<file path="src/rtl/bit_serializer_pkg.sv">
// Shared types for the bit serializer front end.
// State encodings and the default word width.
package bit_serializer_pkg;

    typedef enum logic {
        IDLE  = 1'b0,
        SHIFT = 1'b1
    } state_e;

    localparam int DATA_W_DEF = 8;

endpackage

</file>
<file path="src/rtl/bit_serializer_hold.sv">
// One-entry holding register in front of the shift register.
// Lets the producer hand over the next word while the current one shifts.
module bit_serializer_hold
    import bit_serializer_pkg::*;
#(
    parameter int DATA_W = DATA_W_DEF
) (
    input  logic              clk,
    input  logic              rst,
    input  logic              load,
    input  logic              drain,
    input  logic [DATA_W-1:0] din,
    output logic [DATA_W-1:0] hold_data,
    output logic              hold_full,
    output logic              in_ready
);

    logic [DATA_W-1:0] hold_d, hold_q;
    logic              full_d, full_q;

    // load only happens while empty, drain only while full
    always_comb begin
        hold_d = hold_q;
        full_d = full_q;
        if (load) begin
            hold_d = din;
            full_d = 1'b1;
        end else if (drain) begin
            full_d = 1'b0;
        end
    end

    always_ff @(posedge clk or negedge rst) begin
        if (!rst) begin
            hold_q <= '0;
            full_q <= 1'b0;
        end else begin
            hold_q <= hold_d;
            full_q <= full_d;
        end
    end

    assign hold_data = hold_q;
    assign hold_full = full_q;
    assign in_ready  = !full_q;

endmodule

</file>
<file path="src/rtl/bit_serializer.sv">
// Parallel-to-serial front end: words in over valid/ready,
// one bit per clock out on sout with a frame mark on the first bit.
module bit_serializer
    import bit_serializer_pkg::*;
#(
    parameter int DATA_W    = DATA_W_DEF,
    parameter bit MSB_FIRST = 1'b1
) (
    input  logic              clk,
    input  logic              rst,
    input  logic [DATA_W-1:0] in_data,
    input  logic              in_valid,
    output logic              in_ready,
    output logic              sout,
    output logic              sout_valid,
    input  logic              sout_ready,
    output logic              sout_first,
    output logic              busy
);

    localparam int CNT_W = $clog2(DATA_W);

    state_e            state_d, state_q;
    logic [DATA_W-1:0] shreg_d, shreg_q;
    logic [CNT_W-1:0]  cnt_d, cnt_q;

    logic [DATA_W-1:0] hold_data;
    logic [DATA_W-1:0] shifted;
    logic              hold_full;
    logic              hold_load;
    logic              hold_drain;
    logic              xfer;
    logic              move;
    logic              last;

    bit_serializer_hold #(
        .DATA_W (DATA_W)
    ) u_hold (
        .clk       (clk),
        .rst       (rst),
        .load      (hold_load),
        .drain     (hold_drain),
        .din       (in_data),
        .hold_data (hold_data),
        .hold_full (hold_full),
        .in_ready  (in_ready)
    );

    assign xfer = in_valid & in_ready;
    assign move = (state_q == SHIFT) & sout_ready;
    assign last = (cnt_q == CNT_W'(DATA_W - 1));

    // vacated positions fill with zero
    assign shifted = MSB_FIRST ? {shreg_q[DATA_W-2:0], 1'b0}
                               : {1'b0, shreg_q[DATA_W-1:1]};

    always_comb begin
        state_d    = state_q;
        shreg_d    = shreg_q;
        cnt_d      = cnt_q;
        hold_load  = 1'b0;
        hold_drain = 1'b0;
        unique case (state_q)
            IDLE: begin
                if (xfer) begin
                    shreg_d = in_data;
                    cnt_d   = '0;
                    state_d = SHIFT;
                end
            end
            SHIFT: begin
                if (move && !last) begin
                    shreg_d = shifted;
                    cnt_d   = cnt_q + CNT_W'(1);
                end else if (move && hold_full) begin
                    shreg_d    = hold_data;
                    hold_drain = 1'b1;
                    cnt_d      = '0;
                end else if (move && xfer) begin
                    shreg_d = in_data;
                    cnt_d   = '0;
                end else if (move) begin
                    shreg_d = shifted;
                    cnt_d   = '0;
                    state_d = IDLE;
                end
                // a word arriving off the bypass path parks in the hold register
                hold_load = xfer && !(move && last);
            end
        endcase
    end

    always_ff @(posedge clk or negedge rst) begin
        if (!rst) begin
            state_q <= IDLE;
            shreg_q <= '0;
            cnt_q   <= '0;
        end else begin
            state_q <= state_d;
            shreg_q <= shreg_d;
            cnt_q   <= cnt_d;
        end
    end

    assign sout       = MSB_FIRST ? shreg_q[DATA_W-1] : shreg_q[0];
    assign sout_valid = (state_q == SHIFT);
    assign sout_first = sout_valid & (cnt_q == '0);
    assign busy       = (state_q == SHIFT) | hold_full;

endmodule

</file>
<file path="config.mk">
export PLATFORM = sky130hd
export DESIGN_NAME = bit_serializer
export DESIGN_NICKNAME = d
export VERILOG_FILES = /design/src/rtl/bit_serializer_pkg.sv /design/src/rtl/bit_serializer_hold.sv /design/src/rtl/bit_serializer.sv
export SDC_FILE = /design/constraint.sdc
export NUM_CORES = 1
export LEC_CHECK = 0
export CAP_MARGIN = 20
export CORE_ASPECT_RATIO = 1.25
export CORE_MARGIN = 8
export CORE_UTILIZATION = 25
export CTS_BUF_LIST = sky130_fd_sc_hd__clkbuf_4 sky130_fd_sc_hd__clkbuf_8
export CTS_CLUSTER_DIAMETER = 60
export DETAILED_ROUTE_END_ITERATION = 10
export GPL_ROUTABILITY_DRIVEN = 0
export PLACE_DENSITY = 0.39
export RECOVER_POWER = 25
export REMOVE_ABC_BUFFERS = 1
export SETUP_SLACK_MARGIN = 0.2
export SYNTH_ARGS = -nofsm -noshare
export SYNTH_HDL_FRONTEND = slang
export SYNTH_SLANG_ARGS = --single-unit
export TNS_END_PERCENT = 20
</file>
<file path="constraint.sdc">
create_clock -name clk -period 2.2 [get_ports clk]
set_input_delay 0.22 -clock clk [delete_from_list [all_inputs] [get_ports clk]]
set_output_delay 0.22 -clock clk [all_outputs]
set_load 0.005 [all_outputs]
</file>
[Word-level counts from Yosys, hierarchy flattened]
Cells that the tools add are included.
Storage, ports and cells
  latch bits: 0
  output and inout bits: 5
  logic and storage cells: 49
  memories: 0
  bits in read-only memories: 0
  input port bits: 12
  register bits after elaboration: 21
  bits in writable memories: 0
Cells by class
  mux-type cells: 24
  magnitude comparators: 0
  equal/unequal tests: 3
  $mul: 0
  shifts and indexed selects: 0
  bitwise gates (word level): 5
  reduce and logical (&&, ||, !) cells: 11
  div/mod/pow operators: 0
  add/subtract/negate cells: 1
Operator list (count)
  8-bit two-way mux: 5
  8-bit one-hot mux with 2 select lines: 1
  3-bit two-way mux: 5
  1-bit two-way mux: 11
  3-bit one-hot mux with 2 select lines: 1
  1-bit logical AND: 5
  5-bit by 1-bit != test with 1-bit output (second input constant): 1
  3-bit by 1-bit adder with 3-bit output (second input constant): 1
  1-bit AND: 3
  3-bit == test (second input constant): 1
  1-bit logical NOT: 3
  3-bit logical NOT: 1
  2-bit != test (second input constant): 1
  1-bit one-hot mux with 2 select lines: 1
  2-bit AND reduction: 1
  2-bit nonzero test: 1
  1-bit inverter: 1
  1-bit OR: 1

[Longest topological paths before layout]
Gate-level depths: netlist (run 1).
  depth after elaboration: 7
  depth in mapped cells: 6

[By module]
A second synthesis (run 1) with hierarchy kept.
Second synthesis, totals
  cell total of the unflattened synthesis: 121
  area total of the unflattened synthesis: 1255.0 µm²
By module, submodules not included
  bit_serializer: cells an instance 101, times used 1, area each 887.1 µm², seq. area each 300.3 µm²
  bit_serializer_hold: cells an instance 20, times used 1, area each 367.9 µm², seq. area each 225.2 µm²

[Least setup slack after synthesis (run 1)]
No wires, ideal clock.
  kind: flip-flop to flip-flop
  from: register cnt_q[0]
  to: register u_hold.hold_q[0] (netlist: u_hold.hold_data[0])
  library setup time: 0.125 ns
  arrival: 1.434 ns
  slack: 0.641 ns
  period minus slack after synthesis: 1.559 ns
  stages on the path, launching flop included: 7
  required time: 2.075 ns
  cells stage by stage: dfrtp_1 > ha_1 > ha_1 > nand2_1 > and3_1 > buf_4 > mux2_4
On the way
  cells in the longest elaborated chain, start to end: 5
Ends and longest elaborated chain
  from (decl): RTL line bit_serializer.sv:25  | logic [CNT_W-1:0] cnt_d, cnt_q;
  from (signal assigned): RTL line bit_serializer.sv:101  | cnt_q <= cnt_d;
  3-bit == test: RTL line bit_serializer.sv:51  | assign last = (cnt_q == CNT_W'(DATA_W - 1));
  1-bit logical AND: RTL line bit_serializer.sv:88  | hold_load = xfer && !(move && last);
  1-bit logical NOT: RTL line bit_serializer.sv:88
  1-bit logical AND: RTL line bit_serializer.sv:88
  1-bit two-way mux: RTL line bit_serializer.sv:63  | unique case (state_q)
  to (signal assigned): RTL line bit_serializer_hold.sv:38  | hold_q <= hold_d;
  to (decl): RTL line bit_serializer_hold.sv:18  | logic [DATA_W-1:0] hold_d, hold_q;
No other way between the ends.
A chain may end at the register's enable or synchronous reset.

[Worst setup path after layout (run 1)]
  from: register cnt_q[0]
  to: register shreg_q[2]
On the way
  cells in the longest elaborated chain, start to end: 5
  elaborated cells between the ends (all ways): 7
  those cells by class: eq/ne (2); mux (2); reduce/logical (3)
Ends and longest elaborated chain
  3-bit == test *: RTL line bit_serializer.sv:51
  1-bit logical NOT *: RTL line bit_serializer.sv:72  | if (move && !last) begin
  1-bit logical AND *: RTL line bit_serializer.sv:72
  5-bit by 1-bit != test with 1-bit output (no source line) / 8-bit two-way mux (equally long branches)
  2-bit AND reduction (no source line) / 8-bit one-hot mux with 2 select lines (equally long branches)
  to (signal assigned): RTL line bit_serializer.sv:100  | shreg_q <= shreg_d;
  to (decl): RTL line bit_serializer.sv:24  | logic [DATA_W-1:0] shreg_d, shreg_q;
Every way passes the cells marked *; elsewhere a longest branch is shown, timed or not.

==> summary.md, run 1 <==
| Metric | Value |
|---|---|
| Outcome | finished, final reports clean |
| Critical path capture point type | flip-flop |
| Number of synthesized flops with an enable pin | 0 |
| Vias in the first global route | 1,089 |
| Slowest CP cell | dfrtp_1 |
| Detailed Route Iter0 Violations | 57 |
| Hold_buf cts | 0 |
| CP max FO | 9 |
| Avg Inst Size Synth | 10.4 um2 |
| DRC errors left | 0 |
| Drt first pass iters | 4 |
| Filler cell count | 567 |
| Num CTS Buffers | 3 |
| WHS Path Cells | 2 |
| Port buffer count | 16 |
| Synth cell types | 38 |
| Register bit total from synthesis | 21 |
| Vias | 1,024 |
| Nets | 163 |
| Clock sink total | 21 |
| Worst min path class | flip-flop to flip-flop |
| Hpwl dp | 2490 um |
| Hold EP | shreg_q[0] |
| Worst Hold Launch | shreg_q[0] |
| Dpl cell area | between 1500 and 2000 um2 |
| Fin crit period | 1.84 ns |
| Setup Skew | 0.00282 ns |
| GRT Overall Usage | 8.68% |
| Synthesis warning total | 0 |
| RSZ-0062 raised after global routing | false |
| Grt met2 use | 14.4% |
| Cell count after synthesis | approximately 130 |
| Seq/Total Area, Yosys | 39.3% |
| Slew Viols, Final | 0 |
| Max Cap Viol | 0 |
| Core Rows | 30 |
| CP arrival | ~2.0 ns |
| Die area | 7960 um2 |
| Total negative slack | 0 ns |
| Worst path cell trace | ha_1, ha_1, and2b_4, o21a_1, a22o_1, o22a_1 |
| Static leakage | 0.680 nW |
| Layout overhead on the synthesized area | 18.6% |
| Finished Cell Area | 1590 um2 |
| Max-slew headroom | between 20% and 30% |
| First-pass GRT wire length | 5380 um |
| Clock buffer depth | 2 |
| CTS H-tree lvls | 1 |
| R2R Setup Slk | 0.36 ns |
| IO Pins | 17 |
| Slew @ Worst Pin | around 1.2 ns |
| GR Util met1 | a little over a tenth |
| Post-Synthesis Cell Area | between 1000 and 1500 um2 |
| Ys async rst share | 100% |
| Latest clock arrival within the worst-skew pair | 0.26 ns |
| Post-CTS setup buffers | 0 |
| Die Ht | slightly below 100 um |
| Worst R2R End | shreg_q[2] |
| Die width | 81.4 um |
| Initial Util | 25.3% |
| Routed vias/inst | 4.85 |
| Worst endpoint required time | 2.35 ns |
| CP dominant cell by count | ha_1 |
| Remaining antenna violation count | 0 |
| Crit path buffers/inverters | 0 |
| Crit Path Category | flip-flop to flip-flop |
| Congestion Overflow GR | 0 |
| Ys flop type | dfrtp_1 |
| Crit-path max cell delay | around 0.36 ns |
| Worst vdd rail ir drop | approximately 290 uV |
| Worst Setup SP | cnt_q[0] |
| Met3 GRT Util | 1.56% |
| Reg2reg start | cnt_q[0] |
| Final hold vios | 0 |
| Final number of setup-violating endpoints | 0 |
| CP Launch Type | flip-flop |
| Worst R2R Path Depth | 6 |
| Fmax | 544 MHz |
| Initial antenna violation count | 0 |
| Largest net degree at the start of global routing | 22 |
| Final worst-path cycle share | 83.6% |
| # diodes | 0 |
| WL/cell | 15.2 um |
| Core area | 5290 um2 |
| Share of cells above drive strength 1 | 24.5% |
| PwrDens | about 1200 nW/um2 |
| Clock root buffer | clkbuf_8 |
| Reg clk slew, reported paths | 0.08 ns |
| WL final | approximately 3200 um |
| TritonCTS clock tree | done |
| Gr busiest metal | met2 |
| Delay-heaviest family, CP | compound AO/OA/AOI/OAI gates |
[cells in the mapped netlist, types with 2 or more instances]
master    number  area (um2)
or2_2          4        25.0
inv_1          3        11.3
mux2_4         8         120
o21ai_0        5        25.0
buf_4          2        15.0
or2b_1         3        22.5
nand2b_1       2        12.5
ha_1           3        37.5
nor2_1        10        37.5
o22a_1         3        26.3
o311a_1        3        30.0
a22o_1         4        35.0
nand4b_1       3        26.3
nand2_1       11        41.3
o21ai_2        4        35.0
a21oi_1       14        70.1
buf_6          6        67.6
dfrtp_1       21         526
[per-stage QoR]
step	power, mW	utilization, %	hold slack, ns	instances	setup WS, ns
2_1_floorplan	1.30	-	-0.0756	120	0.380
3_3_place_gp	1.61	29.1	0.484	207	0.324
3_5_place_dp	1.62	29.1	0.476	207	0.257
4_1_cts	1.89	30.0	0.319	211	0.281
5_1_grt	2.01	30.0	0.530	211	0.290
6_report	1.87	30.0	0.489	211	0.361
[logic make-up (layout without fill, tap and decap cells)]
family / Yosys count / after routing / synth area share, %
AOI/OAI and AO/OA: 41 / 41 / 21.7
adders and majority gates: 3 / 3 / 2.81
buffers and inverters: 12 / 30 / 7.39
DFF: 21 / 21 / 39.3
muxes: 9 / 9 / 9.82
and+or+nand+nor: 43 / 43 / 19.0
[registers in the layout, summed over array words and instances, names as in the netlist]
name              count
sout_valid            1
u_hold.hold_data      8
u_hold.hold_full      1
cnt_q                 3
shreg_q               8
[power breakdown]
| part | internal, mW | switching, mW | leakage [nW] |
|---|---|---|---|
| sequential | 0.573 | 0.164 | 0.245 |
| clock | 0.126 | 0.138 | 0.0255 |
| combinational | 0.497 | 0.368 | 0.410 |
| total | 1.20 | 0.670 | 0.680 |
[final cells by class]
type	count	area [um2]	share of cell area, %
repair buffers	23	209	13.2
flip-flops and latches	21	527	33.2
well taps	64	80.1	5.05
inverters	3	11.3	0.710
clock buffers	3	41.3	2.60
clock inverters	1	5.00	0.315
multi-input cells	96	713	45.0
[per-layer routing]
metal / part of all wire, % / vias to the layer above
li1: - / 495
met1: 43 / 505
met2: 52 / 20
met3: 4.3 / 4
met4: 1.3 / 0
met5: 0 / -
[worst max-delay path by stage]
stage	to	depth (start not counted)
3_5_place_dp	shreg_q[2]	5
4_1_cts	sout_valid	2
5_1_grt	shreg_q[2]	6
2_1_floorplan	u_hold.hold_data[0]	5
6_report	shreg_q[2]	6
3_3_place_gp	shreg_q[2]	5
[tightest hold or removal path: cells and delay by family, from the launching register on]
kind               cells  cell delay [ns]
DFF                    1             0.35
and+or+nand+nor        1             0.04
AOI/OAI and AO/OA      1             0.06
[what timing repair did]
| item | CTS | global route |
|---|---|---|
| setup endpoints to repair | 0 | 1 |
| resized for setup | 0 | 1 |
| endpoints found under the hold margin | 0 | 0 |
[cell usage in the layout (no fill, tap or decap), types with 2 or more instances in the layout]
cell type | synthesis | routed
nand4b_1 | 3 | 3
or2_2 | 4 | 4
nand2_1 | 11 | 11
clkdlybuf4s50_1 | 0 | 15
nand2b_1 | 2 | 2
clkbuf_8 | 0 | 3
o21ai_0 | 5 | 5
buf_4 | 2 | 6
a22o_1 | 4 | 4
or2b_1 | 3 | 3
o311a_1 | 3 | 3
inv_1 | 3 | 3
o22a_1 | 3 | 3
nor2_1 | 10 | 10
dfrtp_1 | 21 | 20
mux2_4 | 8 | 8
ha_1 | 3 | 3
o21ai_2 | 4 | 4
a21oi_1 | 14 | 14
Power figures use the tool's default switching activity.
==> run 2: changes to the inputs <==
--- a/config.mk
+++ b/config.mk
@@ -13,7 +13,7 @@
 export CTS_CLUSTER_DIAMETER = 60
 export DETAILED_ROUTE_END_ITERATION = 10
 export GPL_ROUTABILITY_DRIVEN = 0
-export PLACE_DENSITY = 0.39
+export PLACE_DENSITY = 0.41
 export RECOVER_POWER = 25
 export REMOVE_ABC_BUFFERS = 1
 export SETUP_SLACK_MARGIN = 0.2
==> constraint.sdc (replaced) <==
create_clock -name clk -period 1.52 [get_ports clk]
set_input_delay 0.152 -clock clk [delete_from_list [all_inputs] [get_ports clk]]
set_output_delay 0.152 -clock clk [all_outputs]
set_load 0.005 [all_outputs]
==> summary.md, run 2 (synthesis gave the netlist of run 1 again) <==
| Metric | Value |
|---|---|
| Max-slew headroom | 61.5% (+40 points) |
| Num CTS Buffers | 3 (unchanged) |
| Clock root buffer | clkbuf_8 |
| RSZ-0062 raised after global routing | true |
| Routed vias/inst | 4.71 (-2.8%) |
| Largest net degree at the start of global routing | 22 (unchanged) |
| Outcome | finished with violations |
| Most frequent cells in the layout | 22 x buf_4, 19 x dfrtp_1, 14 x a21oi_1 |
| Fmax | 628 MHz (+15%) |
| Port buffer count | 16 (unchanged) |
| Nets | 187 (+15%) |
| Initial Util | 25.3% (unchanged) |
| Share of cells above drive strength 1 | 39.8% (+15 points) |
| Dpl ws | -0.238 ns (-0.496 ns) |
| Drt first pass iters | 4 (unchanged) |
| Initial antenna violation count | 0 (unchanged) |
| Leading cell type in the layout, fill and taps excluded | buf_4 |
| PwrDens | 1630 nW/um2 (+39%) |
| DRC errors left | 0 (unchanged) |
| Slew @ Worst Pin | 0.578 ns (-0.598 ns) |
| Hpwl dp | 2820 um (+13%) |
| Max Cap Viol | 0 (unchanged) |
| Failing checks | setup timing |
| Worst vdd rail ir drop | 597 uV (+110%) |
| Remaining antenna violation count | 0 (unchanged) |
| Core Rows | 30 (unchanged) |
| CP arrival | 1.74 ns (-0.25 ns) |
| Crit Path Category | flip-flop to flip-flop |
| CP max FO | 6 (-3) |
| Final core occ | 34.7% (+4.7 points) |
| First-pass GRT wire length | 6200 um (+15%) |
| IO Pins | 17 (unchanged) |
| Core area | 5290 um2 (unchanged) |
| Latest clock arrival within the worst-skew pair | 0.26 ns (about the same) |
| Hold_buf cts | 0 (unchanged) |
| Final hold vios | 0 (unchanged) |
| Final setup margin | -0.0730 ns (-0.434 ns) |
| Worst endpoint required time | 1.67 ns (-0.68 ns) |
| WL/cell | 15.4 um (+0.96%) |
| Layout overhead on the synthesized area | 37.1% |
| Final worst-path cycle share | 105% (+21 points) |
| Static leakage | 0.831 nW (+22%) |
| GRT Overall Usage | 9.79% (+1.1 points) |
| Final number of setup-violating endpoints | 11 (+11) |
| Vias in the first global route | 1,256 (+15%) |
| Detailed Route Iter0 Violations | 42 (-26%) |
| WL final | 3620 um (+12%) |
| Die area | 7960 um2 (unchanged) |
| # diodes | 0 (unchanged) |
| CP Launch Type | flip-flop |
| Total negative slack | -0.503 ns (-0.503 ns) |
| TritonCTS clock tree | done |
| Slew Viols, Final | 0 (unchanged) |
| Fin crit period | 1.59 ns (-0.246 ns) |
| Clock sink total | 21 (unchanged) |
| Die width | 81.4 um (unchanged) |
| Die Ht | 97.8 um (unchanged) |
| Dpl cell area | 1690 um2 (+9.2%) |
| Reg clk slew, reported paths | 0.08 ns (about the same) |
| Congestion Overflow GR | 0 (unchanged) |
| Critical path capture point type | flip-flop |
| Clock buffer depth | 2 (unchanged) |
| CTS H-tree lvls | 1 (unchanged) |
| Finished Cell Area | 1830 um2 (+16%) |
| Filler cell count | 538 (-5.1%) |
| Worst min path class | input pin to asynchronous set/reset pin |
| Vias | 1,108 (+8.2%) |
| Setup Skew | 0.00191 ns (-0.000913 ns) |
run 2: final cells by class:
cell class                 count  area (um2)  area share (%)
multi-input combinational     96         738            40.2
sequential                    21         528            28.8
timing repair buffer          47         428            23.3
tap                           64        80.1            4.37
clock buffer                   4        48.8            2.66
inverter                       3        11.3           0.614
run 2: what timing repair did:
action / CTS / global route
pin swaps: 7 / 8
setup buffers: 5 / 0
resized for setup: 22 / 6
endpoints found under the setup margin: 24 / 25
run 2: worst paths after layout:
path | from | end | slack (ns) | depth (start not counted)
min in group clk | shreg_q[5] | shreg_q[5] | 0.50 | 2
worst min register to register | shreg_q[5] | shreg_q[5] | 0.50 | 2
worst min-delay path | rst | shreg_q[4] | 0.41 | 2
worst max-delay path | cnt_q[1] | shreg_q[6] | -0.07 | 6
worst max register to register | cnt_q[1] | shreg_q[6] | -0.07 | 6
max in group asynchronous | rst | u_hold.hold_full | 0.69 | 2
run 2: critical path: stages (launching register included):
cell	delay [ns]
dfrtp_1	0.37
ha_2	0.19
ha_4	0.16
and2b_4	0.19
o21a_1	0.19
a22o_1	0.21
o22a_1	0.16
run 2: power breakdown:
group | switching, mW | internal (mW) | total, mW
clock network | 0.188 | 0.205 | 0.393
registers | 0.197 | 0.832 | 1.03
logic | 0.645 | 0.922 | 1.57
total | 1.03 | 1.96 | 2.99
run 2: per-layer routing:
| layer | part of all wire [%] | routed length (um) | vias to the layer above | global-route usage (%) |
|---|---|---|---|---|
| met4 | 1.1 | 41 | 0 | 3.45 |
| li1 | - | - | 547 | - |
| met2 | 55 | 1980 | 10 | 17.2 |
| met1 | 42 | 1530 | 547 | 11.3 |
| met5 | 0 | 0 | - | 0 |
| met3 | 1.8 | 64 | 4 | 1.65 |
run 2: metrics by stage:
step,total power [mW],hold WS [ns],instances
4_1_cts,3.04,0.242,235
5_1_grt,3.24,0.445,235
3_3_place_gp,2.45,0.488,226
3_5_place_dp,2.47,0.488,226
6_report,2.99,0.408,235
2_1_floorplan,1.89,-0.144,120
